## src/rtl/uart_rx_sampler.sv

```systemverilog
// uart_rx_sampler: UART receiver driven by an external mid-bit baud tick.
// Realigns the baud generator on each start edge; delivers words through a one-entry valid/ready register.
module uart_rx_sampler #(
   parameter int DATA_BITS   = 8,
   parameter int PARITY_EN   = 0,
   parameter int PARITY_ODD  = 0,
   parameter int SYNC_STAGES = 2
) (
   input  logic                 clk,
   input  logic                 rst_n,
   input  logic                 rx,
   input  logic                 baud_tick,
   output logic                 baud_en,
   output logic                 baud_align,
   output logic [DATA_BITS-1:0] rx_data,
   output logic                 rx_valid,
   input  logic                 rx_ready,
   output logic                 frame_err,
   output logic                 parity_err,
   output logic                 overrun,
   output logic                 busy
);
   typedef enum logic [2:0] {IDLE, START, DATA, PARITY, STOP} state_t;
   localparam int CW = $clog2(DATA_BITS);
   state_t                 r_state, w_state_n;
   logic [SYNC_STAGES-1:0] r_sync;
   logic                   r_prev, r_perr, w_perr_n;
   logic                   w_rx_s, w_fall, w_en_n, w_align_n, w_done;
   logic [CW-1:0]          r_cnt, w_cnt_n;
   logic [DATA_BITS-1:0]   r_shift, w_shift_n;

   assign w_rx_s = r_sync[SYNC_STAGES-1];
   assign w_fall = r_prev & ~w_rx_s;
   assign busy   = r_state != IDLE;

   always_comb begin
      w_state_n = r_state;
      w_en_n    = baud_en;
      w_align_n = 1'b0;
      w_cnt_n   = r_cnt;
      w_shift_n = r_shift;
      w_perr_n  = r_perr;
      w_done    = 1'b0;
      case (r_state)
         IDLE: if (w_fall) begin
            w_state_n = START;
            w_en_n    = 1'b1;
            w_align_n = 1'b1;
            w_cnt_n   = '0;
         end
         START: if (baud_tick) begin
            w_state_n = w_rx_s ? IDLE : DATA;
            w_en_n    = ~w_rx_s;
         end
         DATA: if (baud_tick) begin
            w_shift_n = {w_rx_s, r_shift[DATA_BITS-1:1]};
            w_cnt_n   = r_cnt + 1'b1;
            if (r_cnt == CW'(DATA_BITS - 1)) w_state_n = (PARITY_EN != 0) ? PARITY : STOP;
         end
         PARITY: if (baud_tick) begin
            w_perr_n  = ^r_shift ^ w_rx_s ^ 1'(PARITY_ODD);
            w_state_n = STOP;
         end
         STOP: if (baud_tick) begin
            w_en_n    = 1'b0;
            w_done    = 1'b1;
            w_state_n = IDLE;
         end
         default: w_state_n = IDLE;
      endcase
   end

   always_ff @(posedge clk or negedge rst_n) begin
      if (!rst_n) begin
         r_sync     <= '1;
         r_prev     <= 1'b1;
         r_state    <= IDLE;
         r_cnt      <= '0;
         r_shift    <= '0;
         r_perr     <= 1'b0;
         baud_en    <= 1'b0;
         baud_align <= 1'b0;
         rx_valid   <= 1'b0;
         rx_data    <= '0;
         frame_err  <= 1'b0;
         parity_err <= 1'b0;
         overrun    <= 1'b0;
      end else begin
         r_sync     <= {r_sync[SYNC_STAGES-2:0], rx};
         r_prev     <= w_rx_s;
         r_state    <= w_state_n;
         r_cnt      <= w_cnt_n;
         r_shift    <= w_shift_n;
         r_perr     <= w_perr_n;
         baud_en    <= w_en_n;
         baud_align <= w_align_n;
         overrun    <= 1'b0;
         // a completing frame may replace the held word only if it is being accepted this cycle
         if (w_done && (!rx_valid || rx_ready)) begin
            rx_data    <= r_shift;
            frame_err  <= ~w_rx_s;
            parity_err <= r_perr;
            rx_valid   <= 1'b1;
         end else if (w_done) begin
            overrun <= 1'b1;
         end else if (rx_ready) begin
            rx_valid <= 1'b0;
         end
      end
   end
endmodule

```

## config.mk

```make
export PLATFORM = sky130hd
export DESIGN_NAME = uart_rx_sampler
export DESIGN_NICKNAME = d
export VERILOG_FILES = /design/src/rtl/uart_rx_sampler.sv
export SDC_FILE = /design/constraint.sdc
export NUM_CORES = 1
export LEC_CHECK = 0
export CAP_MARGIN = 0
export CORE_MARGIN = 4
export CORE_UTILIZATION = 40
export DETAILED_ROUTE_END_ITERATION = 6
export PLACE_DENSITY = 0.61
export SETUP_SLACK_MARGIN = 0.3
export SLEW_MARGIN = 20
export SYNTH_ARGS = -nofsm -noshare
export SYNTH_HDL_FRONTEND = slang
export SYNTH_SLANG_ARGS = --single-unit
```

## constraint.sdc

```tcl
create_clock -name clk -period 2.39 [get_ports clk]
set_clock_uncertainty 0.15 [all_clocks]
set_input_delay 0.478 -clock clk [delete_from_list [all_inputs] [get_ports clk]]
set_output_delay 0.478 -clock clk [all_outputs]
set_load 0.005 [all_outputs]
```

## Word-level counts from Yosys, hierarchy flattened

Cells that the tools add are included.

- Register bits: 32
- Bits of input ports: 5
- Output and inout bits: 15
- Logic and storage cells: 68

- $add $sub $neg: 1
- Equal/unequal tests: 12
- Muxes and demuxes: 24
- Bitwise logic cells: 3
- Reductions and logical operators: 15

Operators with widths:

| cell | number |
|---|---|
| $mux W3 | 8 |
| $pmux W3 S5 | 1 |
| $mux W1 | 12 |
| $ne A2 B2 Y1 const B | 6 |
| $reduce_xor A8 Y1 | 1 |
| $eq A3 B2 Y1 const B | 2 |
| $eq A3 B3 Y1 const B | 2 |
| $pmux W3 S2 | 1 |
| $reduce_and A2 Y1 | 3 |
| $reduce_and A6 Y1 | 1 |
| $reduce_bool A3 Y1 | 2 |
| $reduce_and A4 Y1 | 1 |
| $reduce_bool A2 Y1 | 2 |
| $add A3 B1 Y3 const B | 1 |
| $eq A3 B1 Y1 const B | 1 |
| $logic_not A3 Y1 | 1 |
| $pmux W1 S3 | 1 |
| $reduce_and A3 Y1 | 1 |
| $mux W2 | 1 |
| $ne A2 B1 Y1 const B | 1 |
| $and A1 B1 Y1 | 1 |
| $logic_and A1 B1 Y1 | 1 |
| $logic_not A1 Y1 | 1 |
| $logic_or A1 B1 Y1 | 1 |
| 2 further kinds | 2 |

## Depth between registers and ports, before layout

Gate-level depths: netlist (run 1).

- Word-level depth: 5
- Gate-level depth with buffers: 6
- Depth with buffers taken out: 5

## Worst setup path before layout (run 1)

OpenSTA, ideal clock, no wires.

- Path kind: input port to flip-flop
- From: input port baud_tick
- To: register r_shift[1]
- Library setup time: 125 ps
- Arrival time: 1532 ps
- Required time: 2115 ps
- Path slack: 583 ps
- Stages: 4
- Path buffers: 2
- Cell sequence: clkbuf_1 nor3b_2 buf_4 mux2_2

- Longest elaborated chain between the ends: 1

Ends and longest elaborated chain:

| element | RTL line | text |
|---|---|---|
| start: declaration | 12 | `input logic baud_tick,` |
| $reduce_and A2 Y1 (no source line) | n/a |  |
| end signal: assignment | 93 | `r_shift <= w_shift_n;` |
| end: declaration | 30 | `logic [DATA_BITS-1:0] r_shift, w_shift_n;` |

Every way passes these cells.
A chain may end at the register's enable or synchronous reset.

## Worst setup path after layout (run 1)

- From: register r_state[1]
- To: output port busy

- Longest elaborated chain between the ends: 1

Ends and longest elaborated chain:

| element | RTL line | text |
|---|---|---|
| start: declaration | 25 | `state_t r_state, w_state_n;` |
| start signal: assignment | 91 | `r_state <= w_state_n;` |
| $reduce_bool A3 Y1 | 34 | `assign busy = r_state != IDLE;` |
| end: declaration | 21 | `output logic busy` |

Every way passes these cells.

==> reports/results.txt, run 1 <==
status -> finished clean
CTS Buffer Depth -> 2
mux share of post-synthesis cell area -> 0.168
pin count of the biggest net entering global routing -> 33
Fmax -> 502 MHz
Post-Syn Area -> 0.00136 sq mm
DP Wirelength -> 1470 um
number of synthesis warnings -> 0
Layout area overhead -> 25.1%
P_leak -> 0.795 nW
Final Hold Viols -> 0
first-pass GRT wire length -> 3990 um
fillers -> 299
DR vias/cell -> 4.84
maxcap violations -> 0
FF-to-FF Start -> r_state[2]
Synth Area in XOR/XNOR -> 0.0552
Worst Path Required -> 1760 ps
CP startpoint kind -> register
Antenna Nets Post-Route -> 0
Sw Pwr -> 0.000536 W
Reg power frac -> 0.452
crit path max fanout -> 2
combinational family with the most area after synthesis -> multiplexers
clock network power share -> 0.157
Routed WL -> 2270 um
combinational share of power -> 0.392
sw frac -> 0.298
initial antenna violation count -> 0
Hold Path Sink -> r_sync[1]
DRT Pass-1 Iters -> 4
Core ar. -> 0.00315 sq mm
grt total ovfl -> 0
height of the die -> 66.3 um
crit path launch -> r_state[1]
simple-gate share of the synthesized area -> 0.0921
Rows -> 20
H-Tree Depth -> 2
crit end category -> output port
# DRC -> 0
Worst Tran Pin Value -> 401 ps
EDFF count, synth -> 0
root buf cell -> clkbuf_4
number of distinct library cells after synthesis -> 29
P_int -> 0.00126 W
HP Start -> r_sync[0]
register area share after synthesis -> 0.592
vias in the first global route -> 844
hold crit path type -> reg -> reg
syn_nets -> 103
synthesized area per cell -> 14.2 sq um
post-synthesis compound-gate area fraction -> 0.0506
Peak VDD IR -> 0.000544 V
CP Class -> reg -> out
Die Wd -> 66.3 um
Inserted Diodes -> 0
Setup TNS -> 0 ps
initial core utilization -> 0.431
worst skew pair latency -> 330 ps
cell count after synthesis -> 96
r2r setup slk -> 600 ps
Pwr Total -> 0.00180 W
Total GRT Usage -> 0.126
final setup vio count -> 0
Power Density -> 1060 mW/mm^2
depth of the most critical reg-to-reg path -> 5
Clock Sinks -> 32
Final Cycle Share -> 0.834
GPL Wtd Cong -> 0.761
Reg clk slew, reported paths -> 90 ps
die footprint -> 0.00439 sq mm
Hold Path Depth -> 0
Max-slew headroom -> 0.733
post-synthesis register bit count -> 32
# hold bufs at CTS -> 0
max-slew violation count -> 0
Adder-Cell Fraction of Synth Area -> 0.0184
Final Critical Period -> 1990 ps
R2R Path End -> r_shift[4]
initial drt markers -> 65
IO Count -> 20
Nets -> 134
crit path DAT -> 1360 ps
asr flop ratio synth -> 1.00
vias -> 832
share of cells above drive strength 1 -> 0.352
cts bufs inserted -> 5
CTS tree -> yes
unrepaired setup endpoints after global routing -> no
routed length per instance -> 13.2 um
count of input and output buffers -> 19
top_reg_cell synth -> dfrtp_1
[layer usage]
metal / part of all wire / track usage / vias to the layer above / wire (um)
met5: 0 / 0 / - / 0
met4: 0.022 / 0.0635 / 0 / 51
met3: 0.041 / 0.0561 / 5 / 92
met2: 0.47 / 0.180 / 13 / 1060
met1: 0.47 / 0.160 / 413 / 1070
li1: - / - / 401 / -
[logic make-up after synthesis]
kind of cell	Yosys count
AO/OA/AOI/OAI	10
adder cells (fa/ha/maj)	2
buffers and inverters	5
flip-flops	32
AND/OR/NAND/NOR	20
multiplexers	20
XOR/XNOR	7
[worst max-delay path, cell delays in order (launching register included)]
cell	delay [ps]
dfrtp_2	420
or3_4	400
clkdlybuf4s15_1	220
[state kept, by name (all words and copies together) (netlist names), 2 cells and up]
register and flops:
r_sync 2, rx_data 8, r_shift 8, r_state 3
r_cnt 3
[layout make-up]
class / instances / area, sq um / share of cell area
clock inverter: 1 / 5.00 / 0.00294
tap: 44 / 55.1 / 0.0324
sequential: 32 / 808 / 0.475
clock buffer: 7 / 45.0 / 0.0265
timing repair buffer: 29 / 265 / 0.156
multi-input combinational: 59 / 522 / 0.307
[cells in the mapped netlist (2+ instances only)]
master / instances / share of area
nand2_1: 5 / 0.014
nand2b_1: 3 / 0.014
nor2_1: 5 / 0.014
a22o_1: 2 / 0.013
dfrtp_1: 29 / 0.53
xnor2_1: 4 / 0.026
dfstp_2: 3 / 0.058
ha_1: 2 / 0.018
o21ai_0: 4 / 0.015
xor2_1: 2 / 0.013
buf_2: 2 / 0.0074
mux2_2: 18 / 0.15
[cell usage in the layout (no fill, tap or decap), types with 3 or more instances in the layout]
cell type        synthesis  routed
dfrtp_1                 29      26
o21ai_0                  4       4
clkbuf_4                 0       5
buf_4                    1      10
nand2b_1                 3       3
dfrtp_2                  0       3
clkdlybuf4s50_1          0      18
mux2_2                  18      18
nand2_1                  5       5
dfstp_2                  3       3
nor2_1                   5       5
xnor2_1                  4       4
[power groups by stage]
stage / combinational, W / sequential (W) / clock (W)
floorplan: 0.000463 / 0.000806 / 0
global placement: 0.000641 / 0.000839 / 0
detailed placement: 0.000648 / 0.000845 / 0
CTS: 0.000701 / 0.000818 / 0.000301
global route: 0.000776 / 0.000841 / 0.000322
finish: 0.000705 / 0.000813 / 0.000282
[repair_timing]
action,in CTS,in global routing
buffers inserted,3,3
gates resized for setup,4,1
hold endpoints to repair,0,0
setup endpoints to repair,1,1
gates cloned,0,0
[per-stage QoR]
| stage | instances | hold WS (ps) | instance area (sq um) | util | worst slack, ps |
|---|---|---|---|---|---|
| 2_1_floorplan | 96 | 32.4 | 1360 | - | 583 |
| 5_1_grt | 172 | 219 | 1700 | 0.539 | 335 |
| 3_5_place_dp | 158 | 198 | 1600 | 0.508 | 373 |
| 6_report | 172 | 209 | 1700 | 0.539 | 397 |
| 3_3_place_gp | 158 | 197 | 1600 | 0.508 | 390 |
| 4_1_cts | 169 | 211 | 1680 | 0.532 | 311 |
[how the worst max path moves through the flow]
stage	slack (ps)	endpoint	cells after the start
floorplan	580	r_shift[1]	4
global placement	390	r_shift[5]	4
detailed placement	370	r_shift[0]	4
CTS	310	busy	2
global route	330	busy	2
finish	400	busy	2
No activity file was read; power rests on OpenSTA's default activity.
==> inputs of run 2 (changes only) <==
PLACE_DENSITY = 0.63   (was 0.61)
clock period = 1.6 ns   (was 2.39 ns; I/O delays follow)
==> run 2 against run 1 <==
  * The run now ends with negative setup slack left
  * Sequential power rose by 48%
  * Sequential cell count did not move
  * First-iteration DRC count fell by 68%
  * Final cell count rose by 8.7%
  * Core utilization rose by 5.8 points
  * Count of clock-buffer cells in the layout fell by 1
  * Clock power rose by 110%
  * Hold slack got worse by 60 ps
  * Die area did not move
  * Critical path depth did not move
  * Setup slack got worse by 510 ps
  * Sequential share of layout area fell by 4.7 points
  * Largest cell class unchanged
  * Highest routed layer unchanged
==> reports/results.txt, run 2 (same netlist as run 1, synthesis figures left out) <==
status -> finished with violations
failing checks -> negative setup slack
combinational share of power -> 0.430 (+0.038)
Worst Tran Pin Value -> 258 ps (-143 ps)
Inserted Diodes -> 0 (unchanged)
initial core utilization -> 0.431 (unchanged)
die footprint -> 0.00439 sq mm (unchanged)
Antenna Nets Post-Route -> 0 (unchanged)
grt total ovfl -> 0 (unchanged)
DR vias/cell -> 4.81 (-0.50%)
Die Wd -> 66.3 um (unchanged)
critical path endpoint -> busy
Reg power frac -> 0.380 (-0.072)
final worst slack -> -116 ps (-514 ps)
initial drt markers -> 21 (-68%)
Layout area overhead -> 38.6%
Final Critical Period -> 1720 ps
Fmax -> 583 MHz
design area -> 0.00188 sq mm (+11%)
Nets -> 149 (+11%)
Final Util -> 0.597 (+0.0579)
r2r setup slk -> -90 ps (-690 ps)
Final Hold Viols -> 0 (unchanged)
commonest cells after routing, fill and taps aside -> dfrtp_1 (28), buf_4 (18), mux2_2 (16)
Worst Path Required -> 1130 ps (-630 ps)
crit path launch -> r_state[2]
crit path max fanout -> 2 (unchanged)
maxcap violations -> 0 (unchanged)
share of cells above drive strength 1 -> 0.587 (+0.236)
P_int -> 0.00221 W (+75%)
CP Class -> reg -> out
Power Density -> 1680 mW/mm^2 (+59%)
R2R Path End -> r_cnt[0]
Max-slew headroom -> 0.828 (+0.0952)
first-pass GRT wire length -> 4550 um (+14%)
DRT Pass-1 Iters -> 4 (unchanged)
Routed WL -> 2580 um (+14%)
max-slew violation count -> 0 (unchanged)
vias in the first global route -> 975 (+16%)
most common cell after layout, fill and taps aside -> dfrtp_1
DP Area -> 0.00168 sq mm (+4.7%)
CTS tree -> yes
hold crit path type -> in -> async
Rows -> 20 (unchanged)
sw frac -> 0.301 (+0.00341)
unrepaired setup endpoints after global routing -> yes
height of the die -> 66.3 um (unchanged)
fillers -> 261 (-13%)
final setup vio count -> 16 (+16)
clock network power share -> 0.190 (+0.033)
root buf cell -> clkbuf_4
Total GRT Usage -> 0.140 (+0.0139)
Largest regs -> r_shift x8, rx_data x8
Sw Pwr -> 0.000953 W (+78%)
# hold bufs at CTS -> 0 (unchanged)
GPL Wtd Cong -> 0.716 (-5.9%)
sequential cell area -> 806 sq um (-0.31%)
footprint of the multi-input gates -> 604 sq um (+16%)
vias -> 900 (+8.2%)
Peak VDD IR -> 0.000662 V (+22%)
Core ar. -> 0.00315 sq mm (unchanged)
Reg clk slew, reported paths -> 100 ps (about the same)
CTS Buffer Depth -> 2 (unchanged)
count of input and output buffers -> 19 (unchanged)
# DRC -> 0 (unchanged)
worst skew pair latency -> 340 ps (about the same)
H-Tree Depth -> 2 (unchanged)
P_leak -> 0.944 nW (+19%)
IO Count -> 20 (unchanged)
FF-to-FF Start -> r_state[2]
DP Wirelength -> 1590 um (+8.1%)
cts bufs inserted -> 5 (unchanged)
crit path DAT -> 1250 ps (-110 ps)
pin count of the biggest net entering global routing -> 22 (-33%)
initial antenna violation count -> 0 (unchanged)
crit end category -> output port
depth of the most critical reg-to-reg path -> 5 (unchanged)
Final Cycle Share -> 1.07
routed length per instance -> 13.8 um (+4.8%)
Clock Sinks -> 32 (unchanged)
CP startpoint kind -> register
## run 2: metrics by stage
| step | TNS (ps) | instances | power [W] | hold slack (ps) | setup slack [ps] |
|---|---|---|---|---|---|
| floorplan | -225 | 96 | 0.00196 | -126 | -52.7 |
| global placement | -4680 | 164 | 0.00231 | 198 | -254 |
| detailed placement | -4890 | 164 | 0.00235 | 199 | -261 |
| CTS | -1040 | 185 | 0.00305 | 154 | -117 |
| global route | -1810 | 187 | 0.00337 | 164 | -172 |
| finish | -925 | 187 | 0.00316 | 150 | -116 |
## run 2: worst min path at each step
stage,from,to,slack [ps],depth (start not counted)
5_1_grt,rst_n,baud_en,160,2
6_report,rst_n,baud_en,150,2
2_1_floorplan,rst_n,baud_align,-130,0
4_1_cts,rst_n,baud_en,150,2
3_3_place_gp,r_sync[0],r_sync[1],200,0
3_5_place_dp,r_sync[0],r_sync[1],200,0
## run 2: final cells by class
cell class / instances / share of cell area
sequential: 32 / 0.428
multi-input combinational: 59 / 0.321
clock inverter: 2 / 0.0186
clock buffer: 6 / 0.0219
timing repair buffer: 44 / 0.181
tap: 44 / 0.0292
## run 2: power by group through the flow
stage	Sequential, W	Combinational (W)	Clock [W]
2_1_floorplan	0.00122	0.000742	0
5_1_grt	0.00124	0.00148	0.000657
4_1_cts	0.00118	0.00125	0.000619
3_5_place_dp	0.00123	0.00112	0
3_3_place_gp	0.00121	0.00110	0
6_report	0.00120	0.00136	0.000602
## run 2: worst max-delay path, stage by stage (launching register included)
cell	delay, ps
dfrtp_1	400
or3_4	370
buf_2	140
## run 2: what timing repair did
action	CTS	global route
endpoints found under the setup margin	42	42
setup buffers	12	2
gates resized for setup	72	11
gates cloned	1	0
pin swaps	7	8
## run 2: metal layers
| layer | GRT usage | routed length, um | vias up | share of wire |
|---|---|---|---|---|
| li1 | - | - | 432 | - |
| met1 | 0.164 | 1220 | 447 | 0.47 |
| met2 | 0.227 | 1200 | 15 | 0.46 |
| met3 | 0.0578 | 118 | 6 | 0.046 |
| met4 | 0.0533 | 47 | 0 | 0.018 |
| met5 | 0 | 0 | - | 0 |
==> inputs of run 3 (changes only) <==
PLACE_DENSITY = 0.61   (was 0.63)
TNS_END_PERCENT = 100   (was unset)
clock period = 1.8 ns   (was 1.6 ns; I/O delays follow)
==> run 3 against run 2 <==
  * The run now ends clean
  * Total power decreased by 19%
  * Sequential cell count stayed put
  * Final cell count shrank 3.2%
  * Sequential power is 12% lower
  * Hold slack gained 61 ps
  * Sequential share of layout area increased by 1.4 points
  * Critical path depth did not move
  * Critical path type unchanged
  * Critical endpoint unchanged
==> reports/results.txt, run 3 (same netlist as run 1, synthesis figures left out) <==
status -> finished clean
CTS Buffer Depth -> 2 (unchanged)
crit path max fanout -> 2 (unchanged)
Reg power frac -> 0.417 (+0.037)
Hold Path Depth -> 0
Min Hold Slack -> 210 ps (+60.8 ps)
sw frac -> 0.301 (-0.000702)
FF-to-FF Start -> r_state[2]
unrepaired setup endpoints after global routing -> yes
Layout area overhead -> 34.2%
Final Cycle Share -> 0.969
DP Area -> 0.00171 sq mm (+1.8%)
CTS tree -> yes
share of cells above drive strength 1 -> 0.401 (-0.186)
Post-Place Setup Slack -> -75.7 ps (+185 ps)
DRT Pass-1 Iters -> 4 (unchanged)
Routed WL -> 2320 um (-10%)
DR vias/cell -> 4.84 (+0.56%)
H-Tree Depth -> 2 (unchanged)
GPL Wtd Cong -> 0.740 (+3.4%)
first-pass GRT wire length -> 4200 um (-7.9%)
Rows -> 20 (unchanged)
routed length per instance -> 12.8 um (-7.3%)
HP Start -> r_sync[0]
r2r setup slk -> 100 ps (+190 ps)
Sw Pwr -> 0.000767 W (-20%)
Clock Sinks -> 32 (unchanged)
Hold Path Sink -> r_sync[1]
DP Wirelength -> 1600 um (+0.69%)
Die Wd -> 66.3 um (unchanged)
grt total ovfl -> 0 (unchanged)
IO Count -> 20 (unchanged)
Inserted Diodes -> 0 (unchanged)
Power Density -> 1400 mW/mm^2 (-17%)
CP Class -> reg -> out
maxcap violations -> 0 (unchanged)
Final Hold Viols -> 0 (unchanged)
initial antenna violation count -> 0 (unchanged)
Largest regs -> r_shift x8, rx_data x8
Final Util -> 0.578 (-0.0190)
Max-slew headroom -> 0.806 (-0.0222)
Peak VDD IR -> 0.000646 V (-2.4%)
crit path DAT -> 1230 ps (-20 ps)
WP depth -> 2 (unchanged)
CP peak stage delay -> 410 ps (about the same)
final worst slack -> 55.8 ps (+172 ps)
CP max-delay cell -> or3_4
Antenna Nets Post-Route -> 0 (unchanged)
footprint of the multi-input gates -> 543 sq um (-10%)
worst skew pair latency -> 330 ps (about the same)
vias -> 876 (-2.7%)
Reg clk slew, reported paths -> 90 ps (about the same)
worst path bufs/invs -> 1 (unchanged)
combinational share of power -> 0.436 (+0.006)
Core ar. -> 0.00315 sq mm (unchanged)
most common cell after layout, fill and taps aside -> dfrtp_1
# DRC -> 0 (unchanged)
Nets -> 143 (-4.0%)
P_leak -> 0.887 nW (-6.0%)
R2R Path End -> r_cnt[0]
die footprint -> 0.00439 sq mm (unchanged)
root buf cell -> clkbuf_4
Setup TNS -> 0 ps (+925 ps)
clock network power share -> 0.147 (-0.043)
Crit path max-delay family -> simple AND/OR/NAND/NOR gates
pin count of the biggest net entering global routing -> 33 (+50%)
crit path launch -> r_state[2]
Worst Path Required -> 1290 ps (+160 ps)
hold crit path type -> reg -> reg
final setup vio count -> 0 (-16)
critical-path cell list -> or3_4, buf_6
height of the die -> 66.3 um (unchanged)
initial core utilization -> 0.431 (unchanged)
fillers -> 285 (+9.2%)
cts bufs inserted -> 5 (unchanged)
initial drt markers -> 34 (+62%)
vias in the first global route -> 958 (-1.7%)
Worst Tran Pin Value -> 287 ps (+29.5 ps)
max-slew violation count -> 0 (unchanged)
Fmax -> 573 MHz
Final Critical Period -> 1740 ps
Total GRT Usage -> 0.131 (-0.00922)
depth of the most critical reg-to-reg path -> 5 (unchanged)
design area -> 0.00182 sq mm (-3.2%)
count of input and output buffers -> 19 (unchanged)
sequential cell area -> 806 sq um (unchanged)
crit end category -> output port
commonest cells after routing, fill and taps aside -> dfrtp_1 (28), mux2_2 (18), buf_4 (16)
P_int -> 0.00178 W (-19%)
CP startpoint kind -> register
-- run 3: how the worst max path moves through the flow --
stage                 end  slack [ps]
6_report             busy          60
5_1_grt              busy          20
3_5_place_dp   r_shift[0]         -80
4_1_cts              busy          40
3_3_place_gp   r_shift[3]         -60
2_1_floorplan    r_cnt[0]         150
-- run 3: through the flow --
stage,cells,power [W]
4_1_cts,180,0.00255
5_1_grt,181,0.00273
3_5_place_dp,165,0.00212
2_1_floorplan,96,0.00171
6_report,181,0.00255
3_3_place_gp,165,0.00210
-- run 3: what timing repair did --
| action | 4_1_cts | 5_1_grt |
|---|---|---|
| setup endpoints to repair | 38 | 32 |
| resized for setup | 28 | 6 |
| hold buffers | 0 | 0 |
| setup buffers | 7 | 1 |
| pin swaps | 5 | 1 |
-- run 3: final cells by class --
cell class / instances / area share
Clock buffer: 7 / 0.0247
Clock inverter: 1 / 0.00275
Multi-Input combinational cell: 59 / 0.298
Sequential cell: 32 / 0.442
Tap cell: 44 / 0.0302
Timing Repair Buffer: 38 / 0.202
-- run 3: per-layer routing --
metal  global-route usage  wire [um]
met1                0.161       1050
met2                0.200       1110
met3               0.0459        127
met4               0.0685         27
met5                    0          0
-- run 3: power by group through the flow --
| stage | clock network, W | registers (W) | logic [W] |
|---|---|---|---|
| floorplan | 0 | 0.00108 | 0.000635 |
| global placement | 0 | 0.00108 | 0.00102 |
| detailed placement | 0 | 0.00109 | 0.00103 |
| CTS | 0.000399 | 0.00106 | 0.00109 |
| global route | 0.000428 | 0.00110 | 0.00120 |
| finish | 0.000374 | 0.00106 | 0.00111 |
